<file path="src/rtl/ws2812_pkg.sv">
// Shared WS2812 definitions for the LED chain transmitter and receiver.
// Contents: 50 MHz pulse timing constants, word width, and the receiver state enum.
// No ports; imported with ws2812_pkg::*.
package ws2812_pkg;

  // Pulse timing in cycles of a 50 MHz clock.
  localparam int WS_T0H     = 20;    // high time of a 0 bit
  localparam int WS_T1H     = 40;    // high time of a 1 bit
  localparam int WS_T_BIT   = 62;    // full bit period
  localparam int WS_T_RESET = 2500;  // low time that latches the chain (50 us)

  // Bits per LED colour word.
  localparam int WS_BITS = 24;

  typedef enum logic [1:0] {
    WAIT_GAP = 2'd0,
    LOW      = 2'd1,
    HIGH     = 2'd2
  } ws_rx_state_t;

endpackage

</file>
<file path="src/rtl/ws2812_rx_sync.sv">
// Two-flop synchronizer for the asynchronous WS2812 line plus a rise/fall edge detector.
// Ports: clk, reset (sync, active-high), din (async line) -> lvl (synchronized level),
//        rise / fall (one-cycle strobes, valid in the first cycle the new level is seen on lvl).
module ws2812_rx_sync (
  input  logic clk,
  input  logic reset,
  input  logic din,
  output logic lvl,
  output logic rise,
  output logic fall
);

  logic s1_q, s1_d;
  logic s2_q, s2_d;
  logic s3_q, s3_d;  // previous synchronized level, for edge detection

  always_comb begin
    s1_d = din;
    s2_d = s1_q;
    s3_d = s2_q;
  end

  always_ff @(posedge clk) begin
    if (reset) begin
      s1_q <= 1'b0;
      s2_q <= 1'b0;
      s3_q <= 1'b0;
    end else begin
      s1_q <= s1_d;
      s2_q <= s2_d;
      s3_q <= s3_d;
    end
  end

  assign lvl  = s2_q;
  assign rise = s2_q & ~s3_q;
  assign fall = ~s2_q & s3_q;

endmodule

</file>
<file path="src/rtl/ws2812_rx.sv">
// WS2812 single-wire receiver: decodes pulse-width bits into 24-bit words tagged with an index,
// with frame sync on a long low gap. Ports: clk, reset (sync, active-high), data (async line)
// -> rgb/num/valid (decoded word strobe), sync (gap strobe), err (bad pulse / partial word strobe).
// Build option: define WS2812_RX_GLITCH_EN to drop high pulses shorter than T_GLITCH cycles.
module ws2812_rx
  import ws2812_pkg::*;
#(
  parameter int T_THRESH  = 30,
  parameter int T_MAXHIGH = 60,
  parameter int T_RESET   = WS_T_RESET,
  parameter int T_GLITCH  = 4
) (
  input  logic        clk,
  input  logic        reset,
  input  logic        data,
  output logic [23:0] rgb,
  output logic [15:0] num,
  output logic        valid,
  output logic        sync,
  output logic        err
);

  localparam int CW = $clog2(T_RESET + 1);
  localparam logic [CW-1:0] THRESH_C  = CW'(T_THRESH);
  localparam logic [CW-1:0] MAXHIGH_C = CW'(T_MAXHIGH);
  localparam logic [CW-1:0] RESET_C   = CW'(T_RESET);
  localparam logic [CW-1:0] GLITCH_C  = CW'(T_GLITCH);
  localparam logic [4:0]    LAST_BIT  = 5'(WS_BITS - 1);

`ifdef WS2812_RX_GLITCH_EN
  localparam bit GLITCH_EN = 1'b1;
`else
  localparam bit GLITCH_EN = 1'b0;
`endif

  logic lvl, rise, fall;

  ws2812_rx_sync u_sync (
    .clk  (clk),
    .reset(reset),
    .din  (data),
    .lvl  (lvl),
    .rise (rise),
    .fall (fall)
  );

  ws_rx_state_t          state_q, state_d;
  logic [CW-1:0]         cnt_q, cnt_d;
  logic [CW-1:0]         save_q, save_d;   // low count at the last rise, restored after a glitch
  logic [4:0]            bitcnt_q, bitcnt_d;
  logic [WS_BITS-2:0]    shift_q, shift_d; // first 23 bits; the 24th completes the word directly
  logic [15:0]           idx_q, idx_d;
  logic [23:0]           rgb_q, rgb_d;
  logic [15:0]           num_q, num_d;
  logic                  valid_q, valid_d;
  logic                  sync_q, sync_d;
  logic                  err_q, err_d;

  logic [CW-1:0] cnt_inc;
  logic          bit_val;

  always_comb begin
    state_d  = state_q;
    cnt_d    = cnt_q;
    save_d   = save_q;
    bitcnt_d = bitcnt_q;
    shift_d  = shift_q;
    idx_d    = idx_q;
    rgb_d    = rgb_q;
    num_d    = num_q;
    valid_d  = 1'b0;
    sync_d   = 1'b0;
    err_d    = 1'b0;

    // cnt saturates at T_RESET so a long gap produces one sync only.
    cnt_inc = (cnt_q == RESET_C) ? cnt_q : cnt_q + CW'(1);
    bit_val = (cnt_q >= THRESH_C);

    case (state_q)
      WAIT_GAP: begin
        if (lvl) begin
          cnt_d = '0;
        end else begin
          cnt_d = cnt_inc;
          if (cnt_inc == RESET_C) begin
            sync_d   = 1'b1;
            state_d  = LOW;
            bitcnt_d = '0;
            idx_d    = '0;
            num_d    = '0;
          end
        end
      end

      LOW: begin
        if (rise) begin
          state_d = HIGH;
          save_d  = cnt_q;
          cnt_d   = CW'(1);
        end else begin
          cnt_d = cnt_inc;
          if (cnt_q == RESET_C - CW'(1)) begin
            sync_d   = 1'b1;
            err_d    = (bitcnt_q != '0);
            bitcnt_d = '0;
            idx_d    = '0;
            num_d    = '0;
          end
        end
      end

      HIGH: begin
        if (fall) begin
          state_d = LOW;
          if (GLITCH_EN && (cnt_q < GLITCH_C)) begin
            // Spike: resume the interrupted low period as if nothing happened.
            cnt_d = save_q;
          end else begin
            cnt_d   = CW'(1);
            shift_d = {shift_q[WS_BITS-3:0], bit_val};
            if (bitcnt_q == LAST_BIT) begin
              rgb_d    = {shift_q, bit_val};
              valid_d  = 1'b1;
              bitcnt_d = '0;
              num_d    = idx_q;
              idx_d    = (idx_q == 16'hFFFF) ? idx_q : idx_q + 16'd1;
            end else begin
              bitcnt_d = bitcnt_q + 5'd1;
            end
          end
        end else begin
          cnt_d = cnt_inc;
          if (cnt_inc == MAXHIGH_C) begin
            // Stuck-high line: drop the word and resynchronise on the next gap.
            err_d    = 1'b1;
            bitcnt_d = '0;
            cnt_d    = '0;
            state_d  = WAIT_GAP;
          end
        end
      end

      default: begin
        state_d = WAIT_GAP;
        cnt_d   = '0;
      end
    endcase
  end

  always_ff @(posedge clk) begin
    if (reset) begin
      state_q  <= WAIT_GAP;
      cnt_q    <= '0;
      save_q   <= '0;
      bitcnt_q <= '0;
      shift_q  <= '0;
      idx_q    <= '0;
      rgb_q    <= '0;
      num_q    <= '0;
      valid_q  <= 1'b0;
      sync_q   <= 1'b0;
      err_q    <= 1'b0;
    end else begin
      state_q  <= state_d;
      cnt_q    <= cnt_d;
      save_q   <= save_d;
      bitcnt_q <= bitcnt_d;
      shift_q  <= shift_d;
      idx_q    <= idx_d;
      rgb_q    <= rgb_d;
      num_q    <= num_d;
      valid_q  <= valid_d;
      sync_q   <= sync_d;
      err_q    <= err_d;
    end
  end

  assign rgb   = rgb_q;
  assign num   = num_q;
  assign valid = valid_q;
  assign sync  = sync_q;
  assign err   = err_q;

endmodule

</file>
<file path="config.mk">
export PLATFORM = sky130hd
export DESIGN_NAME = ws2812_rx
export DESIGN_NICKNAME = d
export VERILOG_FILES = /design/src/rtl/ws2812_pkg.sv /design/src/rtl/ws2812_rx_sync.sv /design/src/rtl/ws2812_rx.sv
export SDC_FILE = /design/constraint.sdc
export NUM_CORES = 1
export LEC_CHECK = 0
export ABC_AREA = 1
export CORE_ASPECT_RATIO = 0.8
export CORE_MARGIN = 3
export CORE_UTILIZATION = 58
export DETAILED_ROUTE_END_ITERATION = 7
export PLACE_DENSITY = 0.79
export SLEW_MARGIN = 0
export SYNTH_ARGS = -nofsm -noshare
export SYNTH_HDL_FRONTEND = slang
export SYNTH_SLANG_ARGS = --single-unit
</file>
<file path="constraint.sdc">
create_clock -name clk -period 2.35 [get_ports clk]
set_clock_uncertainty 0.2 [all_clocks]
set_input_delay 0.235 -clock clk [delete_from_list [all_inputs] [get_ports clk]]
set_output_delay 0.235 -clock clk [all_outputs]
set_load 0.02 [all_outputs]
</file>
==> run summary, run 1 <==
In this run the tightest slew margin relative to its limit is 69.83%. The via count of the first global-routing pass is 4701. The switching share of power is 24.09%. The number of distinct library cells after synthesis is 34. The internal portion of the total power is 0.002305 W.

The buffer and inverter count on the worst path is 3. The signal on the critical path passes through inv_2, ha_1, nand3_2, inv_2, nand3_4, nand3_2, nand2_1, nor2_1, nand3_2, nand2_8, nand3_4, buf_12, a21oi_1, nor2_1. The detailed-routing iteration count for the pre-antenna-repair pass came out at 5.

The post-synthesis average cell area is 6.817 µm². The critical path data required time is 2.43 ns. Cells fill 74.02% of the core in the end. The launching element type of the critical path is a register. The final-report hold violation count came out at 0.

In the final layout, the share of cells above drive strength 1 is 12.99%. The worst hold margin is 0.1627 ns. In this run the cell area of the synthesized design comes to 5154 µm². The via count came out at 4987. The total wire length came out at 12910 µm. The gate count of the mapped netlist is 756. The worst hold path belongs to the class in2reg. The area of the die came out at 10060 µm². On the critical path the largest part of the delay comes from simple AND/OR/NAND/NOR gates. The net load switching power came out at 0.0007316 W.

The endpoint kind of the worst setup timing path is a register. Setup violations remaining at the end of the flow were counted as 0. The number of antenna violations at the first check in global routing is 0. Setup repair after global routing could not meet its margin everywhere. TritonCTS built the clock tree. The combinational fraction of design power is 3.4%. The global-route wire length before repair came out at 21400 µm.

The clock latency at the later pin of the worst-skew pair came out at 0.39 ns. Clock-pin slew was measured on the worst setup and hold paths at 0.10 ns. The cell type with the largest total area after synthesis is dfxtp_1.

The maximum level of the CTS H-tree is 3. The effective utilization at floorplan is 60.22%. The actual slew at the worst max-slew pin came out at 0.4487 ns. Counting every net in the synthesized netlist gives 769. The cell leakage power is 2.679 nW. The total negative slack for setup checks came out at 0 ns. The area of the core region is 8558 µm². After detailed routing, the average wire length per cell comes to 13.79 µm.

The run finished with clean final reports. The iteration-0 DRC count of the detailed router is 470. The biggest fanout along the worst timing path is 7. The number of storage elements in the synthesis netlist is 104.

The power density over the cells came out at 479.4 nW/µm². The final critical delay including setup and external delays came out at 2.248 ns. The horizontal die dimension came out at 111.4 µm. The tree built by TritonCTS fans out to 104 sinks. The root buffer selected by CTS is clkbuf_8. The count of buffers inserted at the top-level ports came out at 45. Entering global routing, the biggest net connects 35 pins.

The fraction of synthesized cell area taken by the top area cell type is 40.40%. Derived from the worst setup path, the maximum achievable clock frequency is 444.8 MHz. The total placed instance area came out at 5833 µm². The count of pins on the block boundary is 46. The clock share of power is 38.1%. Summing internal, switching and leakage power gives 0.003037 W.

The net count reported at finish is 833. The number of clock buffers inserted by TritonCTS came out at 9. The sequential cell fraction of total power is 58.5%.

After detailed routing, the number of remaining DRC violations is 0. The share of synthesized flip-flops with an asynchronous set or reset came out at 0%. Global routing used 25.20% of the available tracks across all layers. For this run, the number of Yosys warnings is 0. The total count of max-transition violations in the final report came to 0. In this run the vertical extent of the chip is 90.31 µm. The most used flip-flop cell after synthesis is dfxtp_1. The data arrival at the endpoint of the critical path is 2.33 ns. Among all stages on the critical path, the largest delay is contributed by dfxtp_4. The sequential element share of the synthesized area came out at 40.40%.

The number of max-cap violations came out at 0. The worst ir drop on vdd is 0.0004891 V. The worst setup path is of the reg2reg kind. Detailed placement finished with a half-perimeter wire length of 8471 µm. The signed area change from the synthesized netlist to the final layout is 22.92%. The most numerous cell on the critical path is nand3_2. Global routing finished with a remaining overflow of 0. Routability-driven placement finished with a final weighted congestion of 0.9661.

On the worst path, the slowest cell contributes a delay of 0.38 ns. 0 antenna diodes ended up in the layout. The most used standard cell by instance count after synthesis is nand2_1. The count of nets left with antenna violations once routing finished came out at 0. Using the TritonRoute via totals, the vias-per-cell ratio works out to 5.328. The final period utilization came out at 95.67%. After synthesis, the most frequently instantiated cells are nand2_1, inv_1, dfxtp_1. The post-route cell area came out at 6335 µm². The number of rows created at floorplan came out at 30.

The maximum buffer depth of the clock tree came out at 2. After synthesis, the cell types taking the most area are dfxtp_1, nand2_1, inv_1. The number of flops mapped to enable cells by yosys is 0. The hold buffer count at CTS is 0.
[cell families (layout without fill, tap and decap cells)]
family,count (synthesis),count (layout),synth area share [%]
buffers and inverters,160,225,12.70
AO/OA/AOI/OAI,118,118,11.77
flip-flops,104,104,40.40
XOR/XNOR,5,5,1.141
adder cells (fa/ha/maj),10,10,2.428
AND/OR/NAND/NOR,359,362,31.56
[cell usage in the layout, fill, tap and decap left out, drive strengths merged]
cell type / instances
nor4: 2
o21a: 2
inv: 132
or2: 2
bufinv: 1
buf: 34
xor2: 5
nor3: 4
nand3: 60
nand3b: 2
clkdlybuf4s50: 45
o22ai: 1
nor3b: 1
clkbuf: 10
clkinv: 1
o31ai: 3
nor2: 93
o21ai: 53
a21oi: 58
nand2: 161
dfxtp: 104
ha: 10
clkinvlp: 2
o211ai: 1
nand4: 37
[what timing repair did]
item,CTS,global route
buffers inserted,0,4
cloned,1,4
setup endpoints to repair,15,47
resized for setup,2,55
pin swaps,0,10
[final timing paths]
path	start	endpoint	slack [ns]	depth (start not counted)
worst max-delay path	cnt_q[0]	idx_q[4]	0.10	14
worst min-delay path	data	u_sync.s1_q	0.16	3
worst max register to register	cnt_q[0]	idx_q[4]	0.10	14
worst min register to register	u_sync.s1_q	u_sync.lvl	0.21	2
[cell type report]
type                            instances  area (µm²)
Clock inverter                          6       75.07
Sequential cell                       104        2100
Inverter                              130       491.7
Multi-Input combinational cell        495        2599
Tap cell                              112       140.1
Clock buffer                            9       123.9
Fill cell                             668        2223
Timing Repair Buffer                   80       805.8
[power groups by stage]
stage | sequential (W) | clock [W] | combinational (W)
finish | 0.00178 | 0.00116 | 0.000103
floorplan | 0.00181 | 0 | 0.0000651
global route | 0.00178 | 0.00125 | 0.000116
CTS | 0.00177 | 0.00119 | 0.0000964
detailed placement | 0.00181 | 0 | 0.0000949
global placement | 0.00181 | 0 | 0.0000952
[flip-flops by register name (all words and copies together) (netlist names), 2 cells and up]
| register | cells |
|---|---|
| cnt_q | 12 |
| state_q | 2 |
| shift_q | 23 |
| rgb | 24 |
| idx_q | 16 |
| bitcnt_q | 5 |
| num | 16 |
[through the flow]
stage	setup WS, ns	std cells
after global routing	-0.04735	936
after global placement	0.08197	912
after CTS	0.02258	928
after detailed placement	0.002046	912
after floorplan	0.2356	756
final	0.1017	936
[routing by layer]
layer / vias up / wire length (µm) / track usage, %
li1: 2536 / - / -
met1: 2238 / 5889 / 34.12
met2: 191 / 5867 / 39.96
met3: 22 / 948 / 6.564
met4: 0 / 200 / 7.194
met5: - / 0 / 0
[tightest hold or removal path: stages]
cell             delay [ns]
clkdlybuf4s50_1        0.40
inv_1                  0.05
nor2_1                 0.03
Note: power is estimated with default switching activity, not from simulation.
==> run 2, diff against run 1 <==
--- a/config.mk
+++ b/config.mk
@@ -10,6 +10,7 @@
 export CORE_MARGIN = 3
 export CORE_UTILIZATION = 58
 export DETAILED_ROUTE_END_ITERATION = 7
+export HOLD_SLACK_MARGIN = 0.1
 export PLACE_DENSITY = 0.79
 export SLEW_MARGIN = 0
 export SYNTH_ARGS = -nofsm -noshare
==> results of run 2 <==
Final layout, timing and power as in run 1 (identical DEF).
